<file path="src/rtl/rom_writer_pkg.sv">
// rtl/rom_writer_pkg.sv - shared FSM states, default timing constants and lane slice helper
package rom_writer_pkg;

  localparam int DEF_LANE_W    = 8;
  localparam int DEF_WE_CYCLES = 4;
  localparam int DEF_RD_CYCLES = 2;
  localparam int MAX_WORD_W    = 256;

  typedef enum logic [3:0] {
    S_IDLE, S_LOAD, S_SETUP, S_PULSE, S_HOLD, S_RDWAIT, S_CHECK, S_DONE, S_ERROR
  } state_e;

  // Lane k lands in the low bits; caller truncates to its lane width.
  function automatic logic [MAX_WORD_W-1:0] lane_slice(input logic [MAX_WORD_W-1:0] w,
                                                        input int unsigned k,
                                                        input int unsigned lane_w);
    return w >> (k * lane_w);
  endfunction

endpackage

</file>
<file path="src/rtl/rom_strobe_timer.sv">
// rtl/rom_strobe_timer.sv - loadable down-counter timing the write strobe and read-back wait
module rom_strobe_timer #(
  parameter int W = 3
) (
  input  logic         clk_i,
  input  logic         rst_n_i,
  input  logic         load_i,
  input  logic [W-1:0] load_val_i,
  output logic         expire_o
);

  logic [W-1:0] cnt_q;

  // Loading N gives N cycles in the timed state, the last one flagged by expire_o.
  always_ff @(posedge clk_i or negedge rst_n_i) begin
    if (!rst_n_i)            cnt_q <= '0;
    else if (load_i)         cnt_q <= load_val_i - W'(1);
    else if (cnt_q != '0)    cnt_q <= cnt_q - W'(1);
  end

  assign expire_o = (cnt_q == '0);

endmodule

</file>
<file path="src/rtl/rom_image_writer.sv">
// rtl/rom_image_writer.sv - streams instruction words into byte-lane ROM chips with optional verify
module rom_image_writer
  import rom_writer_pkg::*;
#(
  parameter int WORD_W    = 48,
  parameter int LANE_W    = DEF_LANE_W,
  parameter int ADDR_W    = 16,
  parameter int DEPTH     = 2**ADDR_W,
  parameter int WE_CYCLES = DEF_WE_CYCLES,
  parameter int RD_CYCLES = DEF_RD_CYCLES,
  localparam int LANES    = WORD_W / LANE_W,
  localparam int LANE_IW  = (LANES > 1) ? $clog2(LANES) : 1
) (
  input  logic              clk_i,
  input  logic              rst_n_i,
  input  logic              start_i,
  input  logic              par_mode_i,
  input  logic              verify_i,
  input  logic              in_valid_i,
  output logic              in_ready_o,
  input  logic [WORD_W-1:0] in_word_i,
  input  logic              in_last_i,
  output logic [ADDR_W-1:0] rom_addr_o,
  output logic [WORD_W-1:0] rom_wdata_o,
  input  logic [WORD_W-1:0] rom_rdata_i,
  output logic [LANES-1:0]  rom_lane_sel_o,
  output logic              rom_we_n_o,
  output logic              rom_oe_n_o,
  output logic              busy_o,
  output logic              done_o,
  output logic              error_o,
  output logic              err_overflow_o,
  output logic [LANE_IW-1:0] err_lane_o,
  output logic [ADDR_W:0]   word_count_o
);

  localparam int CNT_W = ADDR_W + 1;
  localparam int TMR_W = $clog2(((WE_CYCLES > RD_CYCLES) ? WE_CYCLES : RD_CYCLES) + 1);

  state_e              state_q, state_d;
  logic                par_q, par_d, ver_q, ver_d, last_q, last_d, ovf_q, ovf_d;
  logic [LANE_IW-1:0]  lane_q, lane_d, err_lane_q, err_lane_d;
  logic [ADDR_W-1:0]   addr_q, addr_d;
  logic [WORD_W-1:0]   wdata_q, wdata_d;
  logic [CNT_W-1:0]    wcnt_q, wcnt_d;
  logic                tmr_load, tmr_expire, advance, full;
  logic [TMR_W-1:0]    tmr_val;
  logic [LANES-1:0]    lane_sel, mism;
  logic [LANE_IW-1:0]  first_bad;

  rom_strobe_timer #(.W(TMR_W)) u_timer (
    .clk_i      (clk_i),
    .rst_n_i    (rst_n_i),
    .load_i     (tmr_load),
    .load_val_i (tmr_val),
    .expire_o   (tmr_expire)
  );

  assign full = (wcnt_q == CNT_W'(DEPTH));

  always_comb begin
    lane_sel = '0;
    if (state_q inside {S_SETUP, S_PULSE, S_HOLD, S_RDWAIT, S_CHECK})
      lane_sel = par_q ? '1 : (LANES'(1) << lane_q);
  end

  // Only chips enabled for this strobe take part in the read-back compare.
  always_comb begin
    mism      = '0;
    first_bad = '0;
    for (int k = 0; k < LANES; k++)
      mism[k] = lane_sel[k] &&
                (LANE_W'(lane_slice(MAX_WORD_W'(wdata_q), k, LANE_W)) !=
                 LANE_W'(lane_slice(MAX_WORD_W'(rom_rdata_i), k, LANE_W)));
    for (int k = LANES - 1; k >= 0; k--)
      if (mism[k]) first_bad = LANE_IW'(k);
  end

  always_comb begin
    state_d    = state_q;
    par_d      = par_q;
    ver_d      = ver_q;
    last_d     = last_q;
    ovf_d      = ovf_q;
    lane_d     = lane_q;
    err_lane_d = err_lane_q;
    addr_d     = addr_q;
    wdata_d    = wdata_q;
    wcnt_d     = wcnt_q;
    tmr_load   = 1'b0;
    tmr_val    = TMR_W'(WE_CYCLES);
    advance    = 1'b0;
    case (state_q)
      S_IDLE, S_DONE, S_ERROR: if (start_i) begin
        par_d      = par_mode_i;
        ver_d      = verify_i;
        addr_d     = '0;
        wcnt_d     = '0;
        ovf_d      = 1'b0;
        err_lane_d = '0;
        state_d    = S_LOAD;
      end
      S_LOAD: if (in_valid_i) begin
        if (full) begin
          ovf_d   = 1'b1;
          state_d = S_ERROR;
        end else begin
          wdata_d = in_word_i;
          last_d  = in_last_i;
          lane_d  = '0;
          state_d = S_SETUP;
        end
      end
      S_SETUP: begin
        tmr_load = 1'b1;
        state_d  = S_PULSE;
      end
      S_PULSE: if (tmr_expire) state_d = S_HOLD;
      S_HOLD: begin
        if (ver_q) begin
          tmr_load = 1'b1;
          tmr_val  = TMR_W'(RD_CYCLES);
          state_d  = S_RDWAIT;
        end else begin
          advance = 1'b1;
        end
      end
      S_RDWAIT: if (tmr_expire) state_d = S_CHECK;
      S_CHECK: begin
        if (|mism) begin
          err_lane_d = first_bad;
          state_d    = S_ERROR;
        end else begin
          advance = 1'b1;
        end
      end
      default: state_d = S_IDLE;
    endcase

    if (advance) begin
      if (!par_q && lane_q != LANE_IW'(LANES - 1)) begin
        lane_d  = lane_q + LANE_IW'(1);
        state_d = S_SETUP;
      end else begin
        wcnt_d = wcnt_q + CNT_W'(1);
        if (last_q) begin
          state_d = S_DONE;
        end else begin
          // Saturate rather than wrap; the overflow check stops the image first.
          if (addr_q != '1) addr_d = addr_q + ADDR_W'(1);
          state_d = S_LOAD;
        end
      end
    end
  end

  always_ff @(posedge clk_i or negedge rst_n_i) begin
    if (!rst_n_i) begin
      state_q    <= S_IDLE;
      par_q      <= 1'b0;
      ver_q      <= 1'b0;
      last_q     <= 1'b0;
      ovf_q      <= 1'b0;
      lane_q     <= '0;
      err_lane_q <= '0;
      addr_q     <= '0;
      wdata_q    <= '0;
      wcnt_q     <= '0;
    end else begin
      state_q    <= state_d;
      par_q      <= par_d;
      ver_q      <= ver_d;
      last_q     <= last_d;
      ovf_q      <= ovf_d;
      lane_q     <= lane_d;
      err_lane_q <= err_lane_d;
      addr_q     <= addr_d;
      wdata_q    <= wdata_d;
      wcnt_q     <= wcnt_d;
    end
  end

  assign in_ready_o     = (state_q == S_LOAD) && !full;
  assign rom_addr_o     = addr_q;
  assign rom_wdata_o    = wdata_q;
  assign rom_lane_sel_o = lane_sel;
  assign rom_we_n_o     = (state_q != S_PULSE);
  assign rom_oe_n_o     = !(state_q inside {S_RDWAIT, S_CHECK});
  assign busy_o         = !(state_q inside {S_IDLE, S_DONE, S_ERROR});
  assign done_o         = (state_q == S_DONE);
  assign error_o        = (state_q == S_ERROR);
  assign err_overflow_o = ovf_q;
  assign err_lane_o     = err_lane_q;
  assign word_count_o   = wcnt_q;

endmodule

</file>
<file path="config.mk">
export PLATFORM = sky130hd
export DESIGN_NAME = rom_image_writer
export DESIGN_NICKNAME = d
export VERILOG_FILES = /design/src/rtl/rom_writer_pkg.sv /design/src/rtl/rom_strobe_timer.sv /design/src/rtl/rom_image_writer.sv
export SDC_FILE = /design/constraint.sdc
export NUM_CORES = 1
export LEC_CHECK = 0
export BUFFER_PORTS_ARGS = -buffer_cell sky130_fd_sc_hd__buf_2
export CORE_AREA = 2 2 113 115
export DETAILED_ROUTE_END_ITERATION = 6
export DIE_AREA = 0 0 115 117
export PLACE_DENSITY = 0.78
export SETUP_SLACK_MARGIN = 0.02
export SLEW_MARGIN = 20
export SYNTH_ARGS = -nofsm -noshare
export SYNTH_HDL_FRONTEND = slang
export SYNTH_SLANG_ARGS = --single-unit
</file>
<file path="constraint.sdc">
create_clock -name clk_i -period 7.3 [get_ports clk_i]
set_clock_uncertainty 0.1 [all_clocks]
set_input_delay 1.095 -clock clk_i [delete_from_list [all_inputs] [get_ports clk_i]]
set_output_delay 1.095 -clock clk_i [all_outputs]
set_load 0.02 [all_outputs]
</file>
; After elaboration in Yosys (flattened, before gate mapping)
; Index checks and enable logic that the tools add are counted.
[word_totals]
regBits = 98
word_cells = 124
[op_classes]
n_addsub = 5
eq_ne = 28
shift = 1
mux = 50
bitwise = 1
reduce_logical = 28
[ops]
columns = op, n
row1 = $mux W16, 6
row2 = $mux W17, 4
row3 = $mux W3, 19
row4 = $ne A8 B8 Y1, 6
row5 = $mux W4, 8
row6 = $pmux W4 S7, 1
row7 = $ne A3 B3 Y1 const B, 7
row8 = $add A17 B1 Y17 const B, 1
row9 = $eq A17 B17 Y1 const B, 1
row10 = $add A16 B1 Y16 const B, 1
row11 = $eq A4 B3 Y1 const B, 4
row12 = $ne A16 B16 Y1 const B, 1
row13 = $mux W6, 2
row14 = $eq A4 B2 Y1 const B, 2
row15 = $logic_and A1 B1 Y1, 8
row16 = $ne A2 B2 Y1 const B, 4
row17 = $reduce_bool A2 Y1, 4
row18 = $mux W1, 6
row19 = $pmux W1 S2, 3
row20 = $pmux W3 S2, 1
row21 = $reduce_and A3 Y1, 2
row22 = $reduce_and A6 Y1, 1
row23 = $reduce_bool A3 Y1, 2
row24 = $reduce_or A6 Y1, 1
row25 = other kinds (14), 18

; Depth between registers and ports, before layout
; Gate-level depths: netlist of run 1.
[logic_depth]
depth_word = 12
mapped_depth = 10

; Modules after synthesis
; A second synthesis of run 1 with hierarchy kept.
[unflattened]
cells_unflattened = 519
area_unflattened_um2 = 5402.7
[modules_own_cells]
columns = module, n_inst, cells_per_inst, area_each_um2
row1 = rom_image_writer, 1, 502, 5227.5
row2 = rom_strobe_timer, 1, 17, 175.2

; Worst setup path before layout of run 1
; OpenSTA, ideal clock, no wires.
[synth_timing]
path_kind = input to register
start = in rom_rdata_i[34]
end = reg wcnt_q[9], in the netlist word_count_o[9]
setup_ns = 0.078
arrival_time_ns = 2.886
required_time_ns = 7.122
setup_slack_ns = 4.236
stages = 7
path_buffers = 0
path_cell_list = xor2_1 > nor4_1 > a211oi_1 > nor2b_1 > a32oi_4 > or4_1 > a21oi_1
[synth_via]
elab_chain_cells = 6
[synth_lines]
columns = element, line
row1 = "start, declared", rom_image_writer.sv:25  ; input logic [WORD_W-1:0] rom_rdata_i,
row2 = $ne A8 B8 Y1, rom_image_writer.sv:73  ; (LANE_W'(lane_slice(MAX_WORD_W'(wdata_q), k, LANE_W)) !=
row3 = $logic_and A1 B1 Y1, rom_image_writer.sv:72  ; mism[k] = lane_sel[k] &&
row4 = $reduce_or A6 Y1, rom_image_writer.sv:130  ; if (|mism) begin
row5 = $mux W1, rom_image_writer.sv:130
row6 = $pmux W1 S2, rom_image_writer.sv:93  ; case (state_q)
row7 = $mux W17, rom_image_writer.sv:140  ; if (advance) begin
row8 = via wcnt_d[9], rom_image_writer.sv:45  ; logic [CNT_W-1:0] wcnt_q, wcnt_d;
row9 = "end signal, assigned", rom_image_writer.sv:179  ; wcnt_q <= wcnt_d;
row10 = "end, declared", rom_image_writer.sv:45
; The timed path passes the listed nets, and every way through them passes these cells.
; A chain may end at the register's enable or synchronous reset.

; Worst setup path in the final report of run 1
[layout_timing]
start = in rom_rdata_i[34]
end = reg addr_q[9], in the netlist rom_addr_o[9]
[layout_via]
elab_chain_cells = 6
[layout_lines]
columns = element, line
row1 = $ne A8 B8 Y1, rom_image_writer.sv:73
row2 = $logic_and A1 B1 Y1, rom_image_writer.sv:72
row3 = $reduce_or A6 Y1, rom_image_writer.sv:130
row4 = $mux W1, rom_image_writer.sv:130
row5 = $pmux W1 S2, rom_image_writer.sv:93
row6 = $mux W16, rom_image_writer.sv:140
row7 = via addr_d[9], rom_image_writer.sv:43  ; logic [ADDR_W-1:0] addr_q, addr_d;
row8 = "end signal, assigned", rom_image_writer.sv:177  ; addr_q <= addr_d;
row9 = "end, declared", rom_image_writer.sv:43
; The timed path passes the listed nets, and every way through them passes these cells.

==> results.md, run 1 <==
* Gate power share at between 40% and 50%
* Pwr Density at ~400 nW/um2
* Outcome: complete, no violations
* Clock-pin slew on the worst setup and hold paths at around 0.070 ns
* Total CTS buffers at 9
* Period utilization at between 40% and 50%
* RR Startpoint: state_q[2]
* Leakage at 3.24 nW
* Synth Net Count at between 600 and 700
* Largest net degree at the start of global routing at between 60 and 70
* Sw power at 1.19 mW
* Post-CTS Setup Inserts at 0
* CP Capture Type: register
* Gr usage total at between 20% and 30%
* Fin crit period at about 3.4 ns
* I/O pin count at 200
* Critical path endpoint: rom_addr_o[9]
* Least-Margin Pin Slew at 0.938 ns
* Achievable Freq at 298 MHz
* Die Y at between 100 and 150 um
* Distinct cells, synth at 54
* First-pass GRT wire length at about 23000 um
* Area delta synth->final at 26.1%
* Syn_area_per_cell at approximately 10 um2
* EDFF count, synth at 0
* Clock buffer depth at 2
* Initial drt markers at ~240
* Dpl cell area at between 6000 and 7000 um2
* Mapped Cells at 532
* Final WL at ~15000 um
* Flops & latches, synth at 98
* FF-to-FF path depth at 7
* Final Max Slew Viols at 0
* Pre-antenna DRT Iters at 4
* Min-Delay Path Class: register to register
* Antenna diode count at 0
* Main flop type after synthesis: dfrtp_1
* Total negative slack at 0 ns
* Final Cell Area at a little under 7000 um2
* Startpoint types: input pin
* Global placer's final weighted congestion at approximately 0.9
* Layout cells sized above 1 at 38.7%
* CTS resizes at 0
* Crit path DAT at about 3.5 ns
* Flop pwr share at approximately 34%
* Relative slew margins at a little under two fifths
* Routed wire per std cell at approximately 17 um
* Initial antenna violation count at 1
* Final nets at 833
* Clock root cell: clkbuf_16
* CP startpoint: rom_rdata_i[34]
* Clock latency on the worst-skew pair at about 0.35 ns
* Ys Warns at 0
* Worst Hold Launch: err_overflow_o
* Syn Std Cell Area at between 5000 and 6000 um2
* Via count at between 4000 and 5000
* Die area at ~13000 um2
* Cts-stage hold buffer count at 0
* R2R Setup Slk at 4.02 ns
* H-tree depth at 3
* TritonCTS clock tree: done
* Non-Filler Instances at between 800 and 900
* Core Box Area at roughly 12000 um2
* Maximum VDD drop at between 0.2 and 0.3 mV
* Final antenna-violating net count at 0
* Number of global-route vias before repair at ~4800
* GRT overflow at 0
* Starting density of the core at 44.2%
* Worst setup path class: input pin to register
* Detailed placer's ending HPWL at between 10000 and 15000 um
* Async set-or-reset flop fraction in the synthesized netlist at 100%
* RSZ-0062 raised after global routing: false
* Chip width at roughly 120 um
* Cell chain of the critical path: buf_2, xor2_1, nor4_1, a211oi_1, nor2b_1, a31o_2, a21oi_1, a221o_1
* Clk network pwr share at 17.9%
* Placed Instances at 860
* Post-synthesis sequential area ratio at 45.1%
* Number of fill cells at 1074
* Number of cell rows at 41
* CP max-delay cell: a31o_2
* Required @ worst endpoint at 7.44 ns
* Vias/cell at around 5.5
* Critical Path Fanout Max at 20
* FF-to-FF End: lane_q[1]
* MaxCap Viol Count at 0
* Int Pwr at around 1.6 mW
* DRC Markers at 0
* IO Port Bufs at around 200
* Max incr delay on CP at 0.55 ns
* Setup violations, final at 0
* Sink Count at 98
* Fin. Hold Viols at 0
* Switching share of power at 43.4%
==> registers in the layout (all words and copies together) (netlist names), 3 cells and up <==
register and cells:
word_count_o 17, rom_wdata_o 48, u_timer.cnt_q 3, rom_addr_o 16, err_lane_o 3, state_q 4, lane_q 3
==> placed cells by master, fill, tap and decap left out, types with 3 or more instances in the layout <==
cell type,n
xnor2_1,35
nand3_1,19
nor2b_1,8
inv_1,18
nand2b_1,6
a21oi_1,18
nor2_1,31
ha_1,9
nor4_1,8
nor3_1,9
a31oi_1,4
o21ai_0,14
mux2_2,50
nand4_1,17
xor2_1,17
clkbuf_16,9
or4_1,7
buf_2,198
o211ai_1,5
a31o_2,4
mux2i_1,14
and2_1,5
nand2_1,53
o221ai_1,10
buf_4,3
dfrtp_1,98
o31ai_1,5
and3_1,7
or3_1,5
==> stage by stage <==
| step | power [mW] | setup WS [ns] | hold slack, ns | utilization [%] |
|---|---|---|---|---|
| 6_report | 2.74 | 3.94 | 0.406 | 55.7 |
| 5_1_grt | 2.93 | 3.76 | 0.432 | 55.7 |
| 4_1_cts | 2.75 | 3.98 | 0.408 | 55.6 |
| 3_5_place_dp | 2.25 | 3.61 | 0.393 | 53.1 |
| 3_3_place_gp | 2.21 | 3.75 | 0.380 | 53.1 |
| 2_1_floorplan | 1.85 | 4.24 | 0.358 | - |
==> power groups by stage <==
stage               sequential [mW]  clock [mW]  combinational, mW
finish                        0.942       0.489               1.31
global route                  0.975       0.524               1.43
CTS                           0.942       0.501               1.31
detailed placement            0.949           0               1.30
global placement              0.937           0               1.27
floorplan                      1.08           0              0.769
==> Yosys cell counts, types with 7 or more instances <==
master	count	area [um2]
a21oi_1	18	90.1
and3_1	7	43.8
clkbuf_1	12	45.0
dfrtp_1	98	2450
ha_1	9	113
inv_1	18	67.6
mux2_2	50	563
mux2i_1	14	140
nand2_1	53	199
nand3_1	19	95.1
nand4_1	17	106
nor2_1	31	116
nor2b_1	9	56.3
nor3_1	9	45.0
nor4_1	9	56.3
o21ai_0	14	70.1
o221ai_1	10	87.6
or4_1	7	52.6
xnor2_1	35	307
xor2_1	17	149
==> area by class of cell <==
| type | instances | area (um2) | share of cell area [%] |
|---|---|---|---|
| tap | 150 | 188 | 2.74 |
| clock inverter | 4 | 48.8 | 0.712 |
| clock buffer | 12 | 256 | 3.74 |
| sequential | 98 | 2450 | 35.8 |
| multi-input combinational | 393 | 2830 | 41.3 |
| inverter | 18 | 67.6 | 0.985 |
| timing repair buffer | 201 | 1010 | 14.8 |
==> worst min path at each step <==
stage | slack, ns | end | cells after the start
6_report | 0.41 | err_overflow_o | 2
5_1_grt | 0.43 | err_lane_o[1] | 1
4_1_cts | 0.41 | err_overflow_o | 2
3_5_place_dp | 0.39 | err_overflow_o | 2
3_3_place_gp | 0.38 | u_timer.cnt_q[0] | 1
2_1_floorplan | 0.36 | u_timer.cnt_q[0] | 1
==> worst max-delay path: cells and delay by family <==
kind            cells  cell delay [ns]
simple gates        2             0.86
buf+inv             1             0.10
xor+xnor            1             0.15
compound gates      4             1.28
==> cell families after synthesis <==
group	after synthesis	share of synthesized area, %
XOR/XNOR	52	8.38
adder cells (fa/ha/maj)	9	2.07
AND/OR/NAND/NOR	187	17.5
buffers and inverters	41	3.20
flip-flops	98	45.1
multiplexers	65	13.1
AO/OA/AOI/OAI	80	10.6
==> routing by layer <==
layer  wire length [um]  global-route usage, %  share of wire [%]
met2               7230                   37.5                 50
met4                235                   8.35                1.6
met5                 14                      0              0.096
met3               1030                   5.77                7.0
met1               6080                   27.7                 42
No activity file was read; power rests on OpenSTA's default activity.
==> inputs of run 2 (changes only) <==
--- a/config.mk
+++ b/config.mk
@@ -5,11 +5,12 @@
 export SDC_FILE = /design/constraint.sdc
 export NUM_CORES = 1
 export LEC_CHECK = 0
+export ABC_AREA = 1
 export BUFFER_PORTS_ARGS = -buffer_cell sky130_fd_sc_hd__buf_2
-export CORE_AREA = 2 2 113 115
+export CORE_AREA = 2 2 119 121
 export DETAILED_ROUTE_END_ITERATION = 6
-export DIE_AREA = 0 0 115 117
-export PLACE_DENSITY = 0.78
+export DIE_AREA = 0 0 121 123
+export PLACE_DENSITY = 0.79
 export SETUP_SLACK_MARGIN = 0.02
 export SLEW_MARGIN = 20
 export SYNTH_ARGS = -nofsm -noshare
==> constraint.sdc (replaced) <==
create_clock -name clk_i -period 2.8 [get_ports clk_i]
set_clock_uncertainty 0.1 [all_clocks]
set_input_delay 0.42 -clock clk_i [delete_from_list [all_inputs] [get_ports clk_i]]
set_output_delay 0.42 -clock clk_i [all_outputs]
set_load 0.02 [all_outputs]
==> results.md, run 2 <==
* Number of cell rows at 43
* Sink Count at around 100
* Leakage at roughly 3.8 nW
* Dpl cell area at 7230 um2
* Via count at around 5700
* Final Cell Area at ~7500 um2
* Syn Std Cell Area at roughly 6000 um2
* I/O pin count at 200
* Flops & latches, synth at 98
* Final Max Slew Viols at 0
* Required @ worst endpoint at between 2 and 2.5 ns
* Worst setup path class: register to primary output
* CTS resizes at 0
* Leading cell type in the layout, fill and taps excluded: nand2_1
* Gr usage total at approximately 22%
* Antenna diode count at 0
* Setup ws final at about 0.32 ns
* R2R Setup Slk at 0.36 ns
* Synth cell count leaders: nand2_1 (221), dfrtp_1 (98), inv_1 (78)
* Layout cells sized above 1 at 29.4%
* Mapped Cells at 770
* Main flop type after synthesis: dfrtp_1
* Routed wire per std cell at 13.9 um
* Final WL at ~16000 um
* Synth area leaders: dfrtp_1 (41%), nand2_1 (14%), mux2_2 (7.7%)
* Synth Net Count at roughly 900
* H-tree depth at 3
* Pwr Density at between 900 and 1000 nW/um2
* Syn_area_per_cell at between 7 and 8 um2
* Final nets at approximately 1100
* Core Box Area at 13600 um2
* Critical Path Fanout Max at 6
* Largest net degree at the start of global routing at 61
* Relative slew margins at 53.1%
* Chip width at 121 um
* RSZ-0062 raised after global routing: false
* Fin crit period at 2.48 ns
* Post-synthesis sequential area ratio at between 40% and 50%
* CP startpoint: word_count_o[0]
* Crit path DAT at roughly 2 ns
* Clock latency on the worst-skew pair at between 0.3 and 0.4 ns
* Vias/cell at slightly below 5
* Starting density of the core at 44.3%
* Fin. Hold Viols at 0
* Cell with the most instances after synthesis: nand2_1
* Post-synth top area cell: dfrtp_1
* Die area at 14900 um2
* RR Startpoint: word_count_o[0]
* Distinct cells, synth at 34
* FF-to-FF End: rom_wdata_o[33]
* First-pass GRT wire length at 26700 um
* Final antenna-violating net count at 0
* Global placer's final weighted congestion at roughly 0.9
* Achievable Freq at approximately 400 MHz
* Period utilization at between 80 and 90%
* DRC Markers at 0
* Total negative slack at 0 ns
* Pre-CTS setup slack at between 0.4 and 0.5 ns
* Detailed placer's ending HPWL at between 10000 and 15000 um
* Outcome: complete, no violations
* MaxCap Viol Count at 0
* Clock buffer depth at 2
* Initial drt markers at 387
* Async set-or-reset flop fraction in the synthesized netlist at 100%
* CP Capture Type: primary output
* Ys Warns at 0
* Critical path endpoint: in_ready_o
* Number of global-route vias before repair at ~5700
* Initial antenna violation count at 0
* FF-to-FF path depth at 10
* Maximum VDD drop at 0.669 mV
* Final core occ at around 55%
* Area share of the largest cell type after synthesis at 40.7%
* IO Port Bufs at about 200
* Min-Delay Path Class: input pin to register
* Total CTS buffers at 9
* EDFF count, synth at 0
* Die Y at around 120 um
* Area delta synth->final at 25.0%
* Leading cell types in the layout, fill and taps excluded: nand2_1 (220), buf_2 (198), dfrtp_1 (98), inv_1 (78), nor2_1 (72)
* GRT overflow at 0
* Max reg flops at 48
* TritonCTS clock tree: done
* Startpoint types: register
* Setup violations, final at 0
* Clock root cell: clkbuf_16
* Fin Hold WS at between 0.15 and 0.2 ns
* Least-Margin Pin Slew at 0.702 ns
* Pre-antenna DRT Iters at 4
* Clock-pin slew on the worst setup and hold paths at about 0.080 ns
run 2: cell count changes after synthesis, sizes merged, moves of 10 or more:
cell,delta
nor2,+42
nand4,-13
mux2i,-14
o221ai,-10
o21ai,+22
inv,+63
nand2,+171
mux2,-10
xnor2,+11
nand3,+32
nor3,+10
run 2: cell type report:
type                            instances  area (um2)
Fill cell                            1254        6070
Inverter                               82         308
Tap cell                              180         225
Multi-Input combinational cell        570        3160
Timing Repair Buffer                  209        1100
Clock inverter                          7        68.8
Clock buffer                            9         225
Sequential cell                        98        2450
run 2: how the worst min path moves through the flow:
stage                  start              end  slack (ns)  cells past startpoint
2_1_floorplan        rst_n_i    err_lane_o[0]        0.02                      0
6_report          par_mode_i            par_q        0.17                      3
5_1_grt        in_word_i[42]  rom_wdata_o[42]        0.18                      2
3_3_place_gp         rst_n_i  word_count_o[0]        0.31                      1
4_1_cts           par_mode_i            par_q        0.16                      3
3_5_place_dp         rst_n_i  word_count_o[1]        0.32                      1
run 2: layer usage:
layer  global-route usage, %  wire, um  vias to the layer above
li1                        -         -                     2848
met2                    39.5      7970                      189
met1                    27.4      6890                     2658
met5                       0         0                        -
met4                    6.90       278                        0
met3                    5.03       965                       21
run 2: logic make-up (layout without fill, tap and decap cells):
kind of cell               count (synthesis)  in the layout  synth area share [%]
muxes                                     41             41                  7.65
adders and majority gates                  9              9                  1.87
and+or+nand+nor                          386            386                  26.9
AOI/OAI and AO/OA                         67             67                  6.18
xor gates and xnor gates                  67             67                  9.73
buffers and inverters                    102            307                  7.05
DFF                                       98             98                  40.7
run 2: what timing repair did:
action                                 in CTS  in global routing
setup buffers                               0                  0
hold buffers                                1                  0
endpoints found under the hold margin      31                  0
run 2: worst max-delay path, stage by stage (launching register included):
cell and delay, ns:
dfrtp_1 0.46, inv_1 0.12, ha_1 0.14, nand3_1 0.07, nor3_1 0.32, nand3_1 0.11
nand2_1 0.13, inv_1 0.09, buf_2 0.17
run 2: through the flow:
stage / std cells / power, mW
after detailed placement: 1138 / 5.92
after global routing: 1155 / 7.63
after CTS: 1155 / 7.16
final: 1155 / 7.12
after floorplan: 770 / 4.80
after global placement: 1138 / 5.85
run 2: power breakdown:
part / internal (mW) / total [mW] / switching [mW]
Combinational: 1.39 / 3.52 / 2.13
Sequential: 1.90 / 2.37 / 0.474
Clock: 0.625 / 1.22 / 0.599
Total: 3.91 / 7.12 / 3.20
